[config.mk]
export PLATFORM = sky130hd
export DESIGN_NAME = sub_issue_stage
export DESIGN_NICKNAME = d
export VERILOG_FILES = /design/src/rtl/sub_issue_stage.sv
export SDC_FILE = /design/constraint.sdc
export NUM_CORES = 1
export LEC_CHECK = 0
export ABC_AREA = 1
export CORE_ASPECT_RATIO = 0.7
export CORE_MARGIN = 1
export CORE_UTILIZATION = 56
export DETAILED_ROUTE_END_ITERATION = 12
export HOLD_SLACK_MARGIN = 0.1
export PLACE_DENSITY = 0.93
export SLEW_MARGIN = 20
export SYNTH_ARGS = -nofsm -noshare
export SYNTH_HDL_FRONTEND = slang
export SYNTH_SLANG_ARGS = --single-unit
[constraint.sdc]
create_clock -name iClk -period 8.59 [get_ports iClk]
set_clock_uncertainty 0.15 [all_clocks]
set_input_delay 0.859 -clock iClk [delete_from_list [all_inputs] [get_ports iClk]]
set_output_delay 0.859 -clock iClk [all_outputs]
set_load 0.1 [all_outputs]
[src/rtl/sub_issue_stage.sv]
// Operand-issue / result-capture stage around an external combinational 16-bit subtracter.
// Stage 1 holds operands on the subtracter inputs; stage 2 is a 2-entry result FIFO with flags.
module sub_issue_stage (
  input  logic        iClk,
  input  logic        iRstn,
  input  logic        iValid,
  output logic        oReady,
  input  logic [15:0] iA,
  input  logic [15:0] iB,
  input  logic        iC,
  output logic [15:0] oSubA,
  output logic [15:0] oSubB,
  output logic        oSubC,
  input  logic [15:0] iSubDiff,
  output logic        oValid,
  input  logic        iReady,
  output logic [15:0] oDiff,
  output logic        oBorrow,
  output logic        oZero,
  output logic        oNeg,
  output logic        oOvf,
  output logic        oMismatch
);

  // FIFO entry layout: {diff[15:0], borrow, zero, neg, ovf}
  logic        s1Valid_q, s1Valid_d;
  logic [15:0] s1A_q, s1A_d;
  logic [15:0] s1B_q, s1B_d;
  logic        s1C_q, s1C_d;
  logic [19:0] fifoMem_q [2];
  logic [19:0] fifoMem_d [2];
  logic        wrPtr_q, wrPtr_d;
  logic        rdPtr_q, rdPtr_d;
  logic [1:0]  count_q, count_d;
  logic        mismatch_q, mismatch_d;

  logic        fifoRead;
  logic        fifoFull;
  logic        fifoWrite;
  logic        s1Load;
  logic [15:0] refDiff;
  logic        wrBorrow;
  logic        wrZero;
  logic        wrNeg;
  logic        wrOvf;
  logic [19:0] headEntry;

  // A read in the same cycle frees a slot, so a full FIFO can still take a write.
  always_comb begin
    fifoRead  = (count_q != 2'd0) && iReady;
    fifoFull  = (count_q == 2'd2) && !fifoRead;
    fifoWrite = s1Valid_q && !fifoFull;
    oReady    = !s1Valid_q || !fifoFull;
    s1Load    = iValid && oReady;

    refDiff  = s1A_q - s1B_q - {15'b0, s1C_q};
    wrBorrow = ({1'b0, s1A_q} < ({1'b0, s1B_q} + {16'b0, s1C_q}));
    wrZero   = (iSubDiff == 16'h0000);
    wrNeg    = iSubDiff[15];
    wrOvf    = (s1A_q[15] ^ s1B_q[15]) & (s1A_q[15] ^ iSubDiff[15]);
  end

  always_comb begin
    s1Valid_d  = s1Valid_q;
    s1A_d      = s1A_q;
    s1B_d      = s1B_q;
    s1C_d      = s1C_q;
    fifoMem_d  = fifoMem_q;
    wrPtr_d    = wrPtr_q;
    rdPtr_d    = rdPtr_q;
    count_d    = count_q;
    mismatch_d = mismatch_q;

    if (s1Load) begin
      s1Valid_d = 1'b1;
      s1A_d     = iA;
      s1B_d     = iB;
      s1C_d     = iC;
    end else if (fifoWrite) begin
      s1Valid_d = 1'b0;
    end

    if (fifoWrite) begin
      fifoMem_d[wrPtr_q] = {iSubDiff, wrBorrow, wrZero, wrNeg, wrOvf};
      wrPtr_d            = wrPtr_q + 1'b1;
      if (iSubDiff != refDiff) mismatch_d = 1'b1;
    end

    if (fifoRead) rdPtr_d = rdPtr_q + 1'b1;

    case ({fifoWrite, fifoRead})
      2'b10:   count_d = count_q + 2'd1;
      2'b01:   count_d = count_q - 2'd1;
      default: count_d = count_q;
    endcase
  end

  always_ff @(posedge iClk) begin
    if (!iRstn) begin
      s1Valid_q    <= 1'b0;
      s1A_q        <= 16'h0000;
      s1B_q        <= 16'h0000;
      s1C_q        <= 1'b0;
      fifoMem_q[0] <= 20'h00000;
      fifoMem_q[1] <= 20'h00000;
      wrPtr_q      <= 1'b0;
      rdPtr_q      <= 1'b0;
      count_q      <= 2'd0;
      mismatch_q   <= 1'b0;
    end else begin
      s1Valid_q    <= s1Valid_d;
      s1A_q        <= s1A_d;
      s1B_q        <= s1B_d;
      s1C_q        <= s1C_d;
      fifoMem_q[0] <= fifoMem_d[0];
      fifoMem_q[1] <= fifoMem_d[1];
      wrPtr_q      <= wrPtr_d;
      rdPtr_q      <= rdPtr_d;
      count_q      <= count_d;
      mismatch_q   <= mismatch_d;
    end
  end

  always_comb begin
    headEntry = fifoMem_q[rdPtr_q];
    oSubA     = s1A_q;
    oSubB     = s1B_q;
    oSubC     = s1C_q;
    oValid    = (count_q != 2'd0);
    oDiff     = headEntry[19:4];
    oBorrow   = headEntry[3];
    oZero     = headEntry[2];
    oNeg      = headEntry[1];
    oOvf      = headEntry[0];
    oMismatch = mismatch_q;
  end

endmodule
# Yosys cells after proc, flatten, opt, wreduce, memory -nomap -nowiden
# Cells that the tools add are included.
dict set report op_classes {
  order_cmp 4
  n_mux 9
  reduce_logical 14
  n_eq_ne 4
  bitwise_logic 5
  addsub 7
}
# operator n
set ops {}
lappend ops {{20-bit 2-to-1 mux} 4}
lappend ops {{40-bit bitwise mux} 1}
lappend ops {{20-bit demux with 1-bit select} 1}
lappend ops {{16-bit by 1-bit adder with 17-bit output} 1}
lappend ops {{16-bit by 17-bit < comparator with 1-bit output} 1}
lappend ops {{16-bit logical NOT} 1}
lappend ops {{16-bit != test} 1}
lappend ops {{16-bit by 1-bit subtractor with 16-bit output} 1}
lappend ops {{16-bit subtractor} 1}
lappend ops {{2-bit nonzero test} 3}
lappend ops {{1-bit logical AND} 5}
lappend ops {{2-bit == test, second input constant} 2}
lappend ops {{2-bit greater-or-equal comparator, second input constant} 2}
lappend ops {{1-bit NOT with 2-bit output} 2}
lappend ops {{2-bit one-hot mux with 2 select lines} 1}
lappend ops {{1-bit logical NOT} 3}
lappend ops {{1-bit adder, second input constant} 2}
lappend ops {{2-bit by 1-bit adder with 2-bit output, second input constant} 1}
lappend ops {{2-bit by 1-bit == test with 1-bit output, second input constant} 1}
lappend ops {{2-bit by 1-bit < comparator with 1-bit output, second input constant} 1}
lappend ops {{1-bit 2-to-1 mux} 2}
lappend ops {{2-bit AND reduction} 1}
lappend ops {{2-bit by 1-bit subtractor with 2-bit output, second input constant} 1}
lappend ops {{1-bit XOR} 2}
lappend ops {{2 further kinds} 2}
dict set report totals {
  out_inout_bits 56
  elab_cells 53
  register_bits 79
}

# Logic depth before layout (Yosys ltp)
# Gate-level depths: netlist of the first run.
dict set report depth {
  ltp_word 8
  ltp_mapped 22
}

# Least setup slack after synthesis of the first run
# No wires, ideal clock.
dict set report synth_path {
  path_kind {reg2out}
  start {register rdPtr_q}
  end {output port oDiff[15]}
  path_slack_ns 4.378
  arrival_ns 3.203
  stages_incl_launch_ff 4
  n_path_buf 2
  cell_sequence {dfxtp_1 > clkbuf_1 > o21ai_0 > buf_4}
}
dict set report synth_via {
  elab_chain_len 4
}
# item line
set synth_lines {}
lappend synth_lines {{from (decl)} 33} ;# logic rdPtr_q, rdPtr_d;
lappend synth_lines {{from (signal assigned)} 118} ;# rdPtr_q <= rdPtr_d;
lappend synth_lines {{1-bit NOT with 2-bit output (not written as such)} 125} ;# headEntry = fifoMem_q[rdPtr_q];
lappend synth_lines {{20-bit 2-to-1 mux (not written as such) (3 in series)} 125}
lappend synth_lines {{to (decl)} 17} ;# output logic [15:0] oDiff,
# Every way passes these cells. The select of a mux whose other input is x is not followed.

# Worst setup path in the final report of the first run
# Ends and elaborated chain as after synthesis.

==> reports/summary.txt, run 1 <==
Status - completed
Syn_nets - 854
Post-route ant nets - 0
Vias - 5248
Pre-CTS worst setup slack - 4.882 ns
CTS tree - yes
Hold Crit Depth - 2
Global Route Usage Sum - 30.73%
Fin. max-slew vios - 0
Wire per inst - 14.41 um
CTS buffer count - 9
DR DRC count - 0
Port buffer count - 108
Worst Max-Slew Pin Slew - 1.082 ns
Metal1 wirelength - 5.983 mm
Fillers - 666
1st-pass router iterations - 5
Routability cong. - 0.8859
Fmax - 0.2571 GHz
Reg2reg start - oSubB[0]
Top post-synthesis cells by area - dfxtp_1 (31%), ha_1 (12%), nand2_1 (11%)
Clk slew on worst S/H paths - 0.06 ns
Power share of the clock group - 30.3%
Relative slew slack - 27.78%
Layout cells sized above 1 - 3.878%
Worst-path cell chain - nand2_1 -> o21ai_0 -> clkdlybuf4s50_1
Reg power frac - 30.0%
Yosys warns - 0
Synthesized area - 5046 um^2
Final setup viols - 0
Root Driver - clkbuf_16
Int Power - 0.8110 mW
Area occupied by multi-input gates - 2918 um^2
Clock H-tree levels - 3
Routed wire length - 13.99 mm
Nets - 949
CTS Buffer Depth - 2
Slowest-stage cell, CP - clkdlybuf4s50_1
Die X - 115.5 um
Hold Crit Class - reg -> reg
Vias per cell - 5.405
Seq/Total Area, Yosys - 30.55%
Hold Buf Count CTS - 0
Top-level port count - 109
Critical path peak fanout - 37
Post-Place Cell Area - 6181 um^2
Reg2reg end - oMismatch
Final min period - 3.889 ns
First-pass GRT wire length - 22.43 mm
Largest stage delay, worst path - 1.23 ns
Metal3 WL - 1.000 mm
Worst Reg-to-Reg Cells - 20
Starting Density - 58.79%
CP Data Required Time - 7.58 ns
Routed wl met2 - 6.809 mm
Vias in the first global route - 4907
Die ar. - 9400 um^2
Sw frac - 41.05%
Post-synth EDFFs - 0
Critical path class - reg -> out
Post-synth top flop - dfxtp_1
Area delta synth->final - 28.99%
HPWL after detailed placement - 10.25 mm
Final WS setup - 4.701 ns
GRT overflow - 0
Antenna Cells - 0
Worst path arrival time - 2.88 ns
Yosys top cell by area - dfxtp_1
Initial antenna violation count - 0
CTS sink cnt - 77
Family with the most delay on the worst path - buffers and inverters
Drt initial violations - 495
Final Cycle Share - 45.28%
Area share of the largest cell type after synthesis - 30.55%
Uppermost layer routed - met4
Post-Synthesis Cells - 751
Comb pwr share - 39.7%
Fin. Hold Viols - 0
Leak pwr - 2.992 nW
Number of core rows - 28
Pwr Total - 1.376 mW
Worst setup SP type - flop
HP Start - fifoMem_q[34]
Unrepaired setup endpoints after global routing - false
Design area - 6509 um^2
Crit path capture type - primary output
Register area - 1541 um^2
Number of library cell types mapped by synthesis - 33
Worst ir drop on vdd - 0.1482 mV
Mean Syn Cell Area - 6.719 um^2
Core area - 8583 um^2
Sw power - 0.5646 mW
Asr flop ratio synth - 0%
Largest net degree at the start of global routing - 77
Setup TNS - 0 ns
Hold Path End - fifoMem_q[34]
Yosys reg bits - 77
Die height - 81.42 um
Worst-Skew Late Latency - 0.34 ns
R2r setup slk - 5.14 ns
CTS resizes - 0
Pwr/cell area - 211.3 nW/um^2
Final core utilization - 75.83%
Setup repair bufs after CTS - 0
Max_cap viols - 0
Number of buffers and inverters on the critical path - 1
## routing by layer
layer | vias up | GRT usage (%)
met3 | 20 | 6.937
met5 | - | 0
met4 | 0 | 9.221
li1 | 2602 | -
met2 | 210 | 54.55
met1 | 2416 | 37.37
## power groups by stage
stage	clock, mW	sequential [mW]	combinational (mW)
2_1_floorplan	0	0.493	0.327
5_1_grt	0.434	0.416	0.594
3_5_place_dp	0	0.419	0.535
6_report	0.416	0.413	0.547
4_1_cts	0.417	0.412	0.541
3_3_place_gp	0	0.418	0.518
## per-stage QoR
stage / hold WS (ns) / cells
final: 0.3008 / 971
after global placement: 0.2846 / 955
after detailed placement: 0.2905 / 955
after CTS: 0.3055 / 971
after global routing: 0.3292 / 971
after floorplan: 0.2744 / 751
## sequential cells by signal, indices dropped and copies added (netlist names)
register and cells:
count_q 2, fifoMem_q 38, oMismatch 1, oSubA 16
oSubB 16, oSubC 1, rdPtr_q 1, s1Valid_q 1
wrPtr_q 1
## cells in the mapped netlist, types with 2 or more instances
library cell / n
xor2_1: 16
nand3_2: 4
ha_1: 48
xnor2_1: 10
nand3_1: 23
o21bai_1: 4
fa_1: 2
nor3_1: 3
o21ai_0: 97
dfxtp_1: 77
nor2_2: 4
nand4_1: 8
nand3b_1: 3
buf_2: 4
nor4_1: 4
clkbuf_1: 20
a21oi_1: 74
inv_1: 127
nand2_1: 144
nor2_1: 66
## cell families after synthesis
| logic type | Yosys count | synth area share, % |
|---|---|---|
| xor+xnor | 26 | 4.513 |
| simple gates | 264 | 22.34 |
| compound gates | 180 | 18.27 |
| fa+ha+maj | 50 | 12.70 |
| buf+inv | 154 | 11.63 |
| flops | 77 | 30.55 |
## cell type report
cell class	count	share of cell area [%]
Tap cell	120	2.307
Sequential cell	77	23.68
Clock buffer	10	3.672
Multi-Input combinational cell	520	44.83
Clock inverter	6	1.326
Timing Repair Buffer	110	16.80
Inverter	128	7.382
## worst register-to-register path: stages, from the launching register on
cell	delay, ns
dfxtp_1	0.38
inv_1	0.10
fa_1	0.54
inv_1	0.06
ha_1	0.17
inv_1	0.06
nand2_1	0.12
fa_1	0.43
inv_1	0.08
nand2_1	0.09
nand2_1	0.10
nand2_1	0.12
and2_1	0.18
o21bai_1	0.12
nand2_1	0.06
nor2_1	0.10
nand2_1	0.06
nor2_1	0.09
nand3_1	0.14
nand2_1	0.13
a21oi_1	0.07
## worst max path at each step
| stage | cells after the start | from | to | slack [ns] |
|---|---|---|---|---|
| finish | 3 | rdPtr_q | oDiff[15] | 4.70 |
| global placement | 4 | iReady | oReady | 4.94 |
| floorplan | 3 | rdPtr_q | oDiff[15] | 4.38 |
| CTS | 3 | rdPtr_q | oDiff[15] | 4.72 |
| detailed placement | 4 | iReady | oReady | 4.88 |
| global route | 3 | rdPtr_q | oDiff[15] | 4.57 |
## placed cells by master (no fill, tap or decap), drive strengths merged
cell type      instances
nand3b                 3
dfxtp                 77
and2                   1
nand2                145
a21o                   1
ha                    48
xnor2                 10
o21ai                 99
clkbuf                10
bufinv                 2
buf                    3
nor2                  71
nand4                  9
a21boi                 1
o21bai                 4
fa                     2
clkinv                 3
clkinvlp               1
nor3                   4
clkdlybuf4s50        107
xor2                  16
a21oi                 74
nand3                 27
nor4                   4
inv                  128
a211oi                 1
Note: power is estimated with default switching activity, not from simulation.
==> inputs of run 2 (changes only) <==
--- a/config.mk
+++ b/config.mk
@@ -8,10 +8,10 @@
 export ABC_AREA = 1
 export CORE_ASPECT_RATIO = 0.7
 export CORE_MARGIN = 1
-export CORE_UTILIZATION = 56
+export CORE_UTILIZATION = 47
 export DETAILED_ROUTE_END_ITERATION = 12
 export HOLD_SLACK_MARGIN = 0.1
-export PLACE_DENSITY = 0.93
+export PLACE_DENSITY = 0.84
 export SLEW_MARGIN = 20
 export SYNTH_ARGS = -nofsm -noshare
 export SYNTH_HDL_FRONTEND = slang
==> constraint.sdc (replaced) <==
create_clock -name iClk -period 3.35 [get_ports iClk]
set_clock_uncertainty 0.15 [all_clocks]
set_input_delay 0.335 -clock iClk [delete_from_list [all_inputs] [get_ports iClk]]
set_output_delay 0.335 -clock iClk [all_outputs]
set_load 0.1 [all_outputs]
==> reports/summary.txt, run 2 (synthesized netlist as in run 1, its figures left out) <==
Final core utilization - 61.68% (was 75.83%)
1st-pass router iterations - 5 (unchanged)
Hold Buf Count CTS - 0 (unchanged)
Core area - 10400 um^2 (was 8583 um^2)
Area delta synth->final - 27.05% (was 28.99%)
DR DRC count - 0 (unchanged)
Crit path capture type - flop (was primary output)
Leak pwr - 3.029 nW (was 2.992 nW)
Pwr Total - 3.268 mW (was 1.376 mW)
CTS sink cnt - 77 (unchanged)
Top-level port count - 109 (unchanged)
Top reg by flops - fifoMem_q (unchanged)
Worst Max-Slew Pin Slew - 1.021 ns (was 1.082 ns)
Clk slew on worst S/H paths - 0.06 ns (about the same)
Layout cells sized above 1 - 7.746% (was 3.878%)
Comb pwr share - 42.5% (was 39.7%)
Max FFs per register - 38 (unchanged)
Final WS setup - 0.1904 ns (was 4.701 ns)
Fmax - 0.3165 GHz
Routability cong. - 0.9071 (was 0.8859)
Final Cycle Share - 94.32%
Largest net degree at the start of global routing - 77 (unchanged)
CP Data Required Time - 3.46 ns (was 7.58 ns)
Placed Cells - 970 (was 955)
Power share of the clock group - 25.6% (was 30.3%)
Sw power - 1.377 mW (was 0.5646 mW)
Root Driver - clkbuf_16 (unchanged)
First-pass GRT wire length - 21.73 mm (was 22.43 mm)
CTS tree - yes (unchanged)
Int Power - 1.890 mW (was 0.8110 mW)
Worst-Skew Late Latency - 0.33 ns (was 0.34 ns)
CTS buffer count - 9 (unchanged)
Unrepaired setup endpoints after global routing - false (unchanged)
Worst Reg-to-Reg Cells - 16 (was 20)
Max_cap viols - 0 (unchanged)
Post-route insts no fill - 984 (was 971)
Fin. max-slew vios - 0 (unchanged)
Area occupied by multi-input gates - 2918 um^2 (unchanged)
Critical path peak fanout - 4 (was 37)
CTS Buffer Depth - 2 (unchanged)
Vias per cell - 5.158 (was 5.405)
Die ar. - 11160 um^2 (was 9400 um^2)
Clock H-tree levels - 3 (unchanged)
Vias in the first global route - 4621 (was 4907)
Setup repair bufs after CTS - 0 (unchanged)
Nets - 952 (was 949)
Post-route ant nets - 0 (unchanged)
Most frequent cells in the layout - nand2_1 (144), inv_1 (127), o21ai_0 (96), clkdlybuf4s50_1 (77), a21oi_1 (74) (was nand2_1 (144), inv_1 (127), clkdlybuf4s50_1 (107), o21ai_0 (97), dfxtp_1 (77))
GRT overflow - 0 (unchanged)
Status - completed (unchanged)
Fillers - 1003 (was 666)
Initial antenna violation count - 0 (unchanged)
Die height - 88.69 um (was 81.42 um)
Wire per inst - 13.05 um (was 14.41 um)
Port buffer count - 108 (unchanged)
Die X - 125.8 um (was 115.5 um)
Vias - 5075 (was 5248)
Final setup viols - 0 (unchanged)
Number of core rows - 31 (was 28)
Routed wire length - 12.84 mm (was 13.99 mm)
Hold Crit Depth - 2 (unchanged)
CTS resizes - 0 (unchanged)
Setup TNS - 0 ns (unchanged)
Sw frac - 42.15% (was 41.05%)
Worst ir drop on vdd - 0.3808 mV (was 0.1482 mV)
Register area - 1546 um^2 (was 1541 um^2)
HPWL after detailed placement - 9.788 mm (was 10.25 mm)
Starting Density - 48.54% (was 58.79%)
Fin. Hold Viols - 0 (unchanged)
Antenna Cells - 0 (unchanged)
Critical path class - reg -> reg (was reg -> out)
Final min period - 3.160 ns
Relative slew slack - 31.72% (was 27.78%)
Hold Crit Class - reg -> reg (unchanged)
Global Route Usage Sum - 24.24% (was 30.73%)
Commonest non-fill, non-tap cell in the layout - nand2_1 (unchanged)
Drt initial violations - 379 (was 495)
Pwr/cell area - 509.7 nW/um^2 (was 211.3 nW/um^2)
Reg power frac - 31.9% (was 30.0%)
Worst path arrival time - 3.27 ns (was 2.88 ns)
Worst setup SP type - flop (unchanged)
Pre-CTS worst setup slack - 0.3030 ns (was 4.882 ns)
run 2: cell count changes in the layout (fill, tap and decap cells not counted), sizes merged:
cell / previous run / this run
clkbuf: 10 / 11
buf: 3 / 36
bufinv: 2 / 0
clkinvlp: 1 / 0
clkdlybuf4s50: 107 / 77
run 2: worst paths after layout:
| path | startpoint | to | slack (ns) |
|---|---|---|---|
| setup / recovery | oSubC | fifoMem_q[3] | 0.19 |
| setup reg to reg | oSubC | fifoMem_q[3] | 0.19 |
| hold / removal | fifoMem_q[29] | fifoMem_q[29] | 0.30 |
| hold reg to reg | fifoMem_q[29] | fifoMem_q[29] | 0.30 |
run 2: final cells by class:
class	instances	share of cell area, %
Timing Repair Buffer	113	16.43
Tap cell	132	2.576
Inverter	128	7.494
Multi-Input combinational cell	520	45.51
Clock inverter	3	0.2342
Clock buffer	11	3.630
Sequential cell	77	24.12
run 2: power groups by stage:
stage               Clock, mW  Combinational (mW)  Sequential (mW)
CTS                     0.852                1.38             1.04
global route            0.891                1.53             1.05
global placement            0                1.35             1.06
floorplan                   0               0.839             1.26
finish                  0.837                1.39             1.04
detailed placement          0                1.37             1.06
run 2: layer usage:
metal	routed length, um	GRT usage, %	vias to the layer above	share of wire, %
met1	6336	33.32	2302	49
met3	809	5.562	15	6.3
met5	0	0	-	0
met4	151	6.353	0	1.2
li1	-	-	2598	-
met2	5541	38.54	160	43
run 2: worst max-delay path, stage by stage, from the launching register on:
cell and delay (ns):
dfxtp_2 0.35, ha_1 0.19, ha_1 0.22, nand3_2 0.12, nor2_2 0.16, nand3_2 0.15
nor2_1 0.18, nand4_1 0.15, xor2_1 0.19, ha_1 0.32, nand2_1 0.08, nor2_1 0.04
a211oi_1 0.19, nor2_1 0.08, nor2_1 0.22, nand3_1 0.16, a21oi_1 0.15
run 2: through the flow:
stage	hold WS [ns]	instance area, um^2
floorplan	0.2744	5051
global placement	0.2850	6161
detailed placement	0.2909	6161
CTS	0.2996	6409
global route	0.3113	6411
finish	0.2975	6411
==> inputs of run 3 (changes only) <==
--- a/config.mk
+++ b/config.mk
@@ -9,10 +9,12 @@
 export CORE_ASPECT_RATIO = 0.7
 export CORE_MARGIN = 1
 export CORE_UTILIZATION = 47
+export CTS_CLUSTER_DIAMETER = 60
 export DETAILED_ROUTE_END_ITERATION = 12
+export GPL_TIMING_DRIVEN = 0
 export HOLD_SLACK_MARGIN = 0.1
 export PLACE_DENSITY = 0.84
-export SLEW_MARGIN = 20
+export SLEW_MARGIN = 40
 export SYNTH_ARGS = -nofsm -noshare
 export SYNTH_HDL_FRONTEND = slang
 export SYNTH_SLANG_ARGS = --single-unit
==> reports/summary.txt, run 3 (synthesized netlist as in run 1, its figures left out) <==
Number of core rows - 31 (unchanged)
Wire per inst - 14.15 um (was 13.05 um)
CTS Buffer Depth - 2 (unchanged)
Sw frac - 42.43% (was 42.15%)
Initial antenna violation count - 0 (unchanged)
Final min period - 3.185 ns (was 3.160 ns)
Family with the most delay on the worst path - adder cells (was simple AND/OR/NAND/NOR gates)
Worst-path cell chain - inv_1 -> fa_1 -> inv_1 -> ha_1 -> inv_1 -> nand2_1 -> fa_2 -> xnor2_1 -> o21ai_0 -> inv_1 -> nand2_1 -> nor2_1 -> nand4_1 -> nor3_1 -> nand3_1 -> nand2_2 -> a21oi_1 (was ha_1 -> ha_1 -> nand3_2 -> nor2_2 -> nand3_2 -> nor2_1 -> nand4_1 -> xor2_1 -> ha_1 -> nand2_1 -> nor2_1 -> a211oi_1 -> nor2_1 -> nor2_1 -> nand3_1 -> a21oi_1)
Final core utilization - 60.64% (was 61.68%)
Top-level port count - 109 (unchanged)
Setup TNS - 0 ns (unchanged)
Critical path class - reg -> reg (unchanged)
Status - completed (unchanged)
Worst ir drop on vdd - 0.2882 mV (was 0.3808 mV)
Max FFs per register - 38 (unchanged)
Worst-Skew Late Latency - 0.34 ns (was 0.33 ns)
Worst setup SP type - flop (unchanged)
CP Data Required Time - 3.43 ns (was 3.46 ns)
Most frequent cells in the layout - nand2_1 (141), inv_1 (127), o21ai_0 (96), a21oi_1 (74), dfxtp_1 (73) (was nand2_1 (144), inv_1 (127), o21ai_0 (96), clkdlybuf4s50_1 (77), a21oi_1 (74))
Global Route Usage Sum - 26.12% (was 24.24%)
Int Power - 1.923 mW (was 1.890 mW)
Worst path arrival time - 3.26 ns (was 3.27 ns)
Worst Reg-to-Reg Cells - 17 (was 16)
Slowest-stage cell, CP - fa_2 (was dfxtp_2)
Post-route ant nets - 0 (unchanged)
Vias per cell - 5.159 (was 5.158)
Relative slew slack - 59.05% (was 31.72%)
Root Driver - clkbuf_16 (unchanged)
Area delta synth->final - 24.92% (was 27.05%)
Fillers - 973 (was 1003)
Final WS setup - 0.1653 ns (was 0.1904 ns)
Fmax - 0.3140 GHz (was 0.3165 GHz)
Clock H-tree levels - 3 (unchanged)
Leak pwr - 3.081 nW (was 3.029 nW)
Fin. max-slew vios - 0 (unchanged)
Power share of the clock group - 27.8% (was 25.6%)
Vias in the first global route - 4644 (was 4621)
First-pass GRT wire length - 22.51 mm (was 21.73 mm)
Hold Crit Depth - 3 (was 2)
DR DRC count - 0 (unchanged)
Die X - 125.8 um (unchanged)
Layout cells sized above 1 - 11.23% (was 7.746%)
Worst Max-Slew Pin Slew - 0.6143 ns (was 1.021 ns)
Post-Place Cell Area - 6007 um^2 (was 6161 um^2)
Hold Buf Count CTS - 0 (unchanged)
Setup repair bufs after CTS - 0 (unchanged)
Most frequent CP cell - inv_1 (was nor2_1)
Design area - 6304 um^2 (was 6411 um^2)
1st-pass router iterations - 5 (unchanged)
Largest net degree at the start of global routing - 12 (was 77)
R2r setup slk - 0.17 ns (was 0.19 ns)
Placed Cells - 990 (was 970)
Vias - 5185 (was 5075)
Final Cycle Share - 95.07% (was 94.32%)
Clk slew on worst S/H paths - 0.06 ns (about the same)
Pwr Total - 3.340 mW (was 3.268 mW)
CTS buffer count - 9 (unchanged)
Die height - 88.69 um (unchanged)
HPWL after detailed placement - 11.00 mm (was 9.788 mm)
Drt initial violations - 432 (was 379)
Die ar. - 11160 um^2 (unchanged)
Commonest non-fill, non-tap cell in the layout - nand2_1 (unchanged)
Final setup viols - 0 (unchanged)
GRT overflow - 0 (unchanged)
Core area - 10400 um^2 (unchanged)
Port buffer count - 107 (was 108)
Sw power - 1.417 mW (was 1.377 mW)
Pwr/cell area - 529.8 nW/um^2 (was 509.7 nW/um^2)
Routability cong. - 0.9225 (was 0.9071)
Fin. Hold Viols - 0 (unchanged)
Hold Crit Class - in -> reg (was reg -> reg)
Number of buffers and inverters on the critical path - 4 (was 0)
Post-route insts no fill - 1005 (was 984)
Reg2reg start - oSubB[0] (was oSubC)
Reg power frac - 31.1% (was 31.9%)
Routed wire length - 14.22 mm (was 12.84 mm)
HP Start - iRstn (was fifoMem_q[29])
Nets - 972 (was 952)
Antenna Cells - 0 (unchanged)
CTS tree - yes (unchanged)
Largest stage delay, worst path - 0.55 ns (was 0.35 ns)
WHS - 0.2602 ns (was 0.2975 ns)
Critical path peak fanout - 3 (was 4)
Comb pwr share - 41.1% (was 42.5%)
Starting Density - 48.54% (unchanged)
Max_cap viols - 0 (unchanged)
Hold Path End - fifoMem_q[2] (was fifoMem_q[29])
Crit path capture type - flop (unchanged)
CTS sink cnt - 77 (unchanged)
Reg2reg end - oMismatch (was fifoMem_q[3])
Pre-CTS worst setup slack - 0.1617 ns (was 0.3030 ns)
Top reg by flops - fifoMem_q (unchanged)
-- run 3: cell types whose count changed in the layout (fill, tap and decap cells not counted), moves of 2 or more --
cell	before	now
buf_2	0	60
nand2_1	144	141
clkbuf_1	2	22
nand2_2	1	4
clkinv_2	3	1
buf_4	35	1
clkdlybuf4s50_1	77	51
clkbuf_8	0	3
-- run 3: worst max-delay path by stage --
| stage | startpoint | end | slack, ns | cells after the start |
|---|---|---|---|---|
| 6_report | oSubB[0] | oMismatch | 0.17 | 17 |
| 5_1_grt | oSubB[0] | oMismatch | -0.02 | 17 |
| 4_1_cts | oSubB[0] | oMismatch | 0.15 | 20 |
| 3_5_place_dp | oSubB[0] | oMismatch | 0.16 | 21 |
| 3_3_place_gp | oSubB[0] | oMismatch | 0.23 | 20 |
| 2_1_floorplan | oSubB[0] | oMismatch | 0.07 | 20 |
-- run 3: power by group through the flow --
stage                     sequential (mW)  clock [mW]  combinational [mW]
final                                1.04       0.928                1.37
after global routing                 1.05       0.973                1.50
after CTS                            1.04       0.936                1.35
after detailed placement             1.06           0                1.34
after global placement               1.06           0                1.38
after floorplan                      1.26           0               0.839
-- run 3: tightest hold or removal path: stages --
cell and delay [ns]:
clkbuf_1 0.19, o21ai_0 0.13, a21oi_1 0.05
-- run 3: layout make-up --
type                            count  area, um^2  area share [%]
Multi-Input combinational cell    520        2935           46.57
Sequential cell                    77        1546           24.53
Timing Repair Buffer              107       790.8           12.54
Inverter                          128       480.5           7.622
Clock buffer                       14       274.0           4.347
Tap cell                          132       165.2           2.620
Buffer                             26       106.4           1.687
Clock inverter                      1       5.005         0.07940
-- run 3: metal layers --
metal	share of wire (%)	global-route usage (%)
met1	49	35.85
met2	43	42.02
met3	6.9	6.106
met4	0.82	5.805
met5	0	0
-- run 3: repair_timing --
item / in CTS / in global routing
hold endpoints to repair: 0 / 0
gates resized for setup: 0 / 6
setup endpoints to repair: 0 / 3
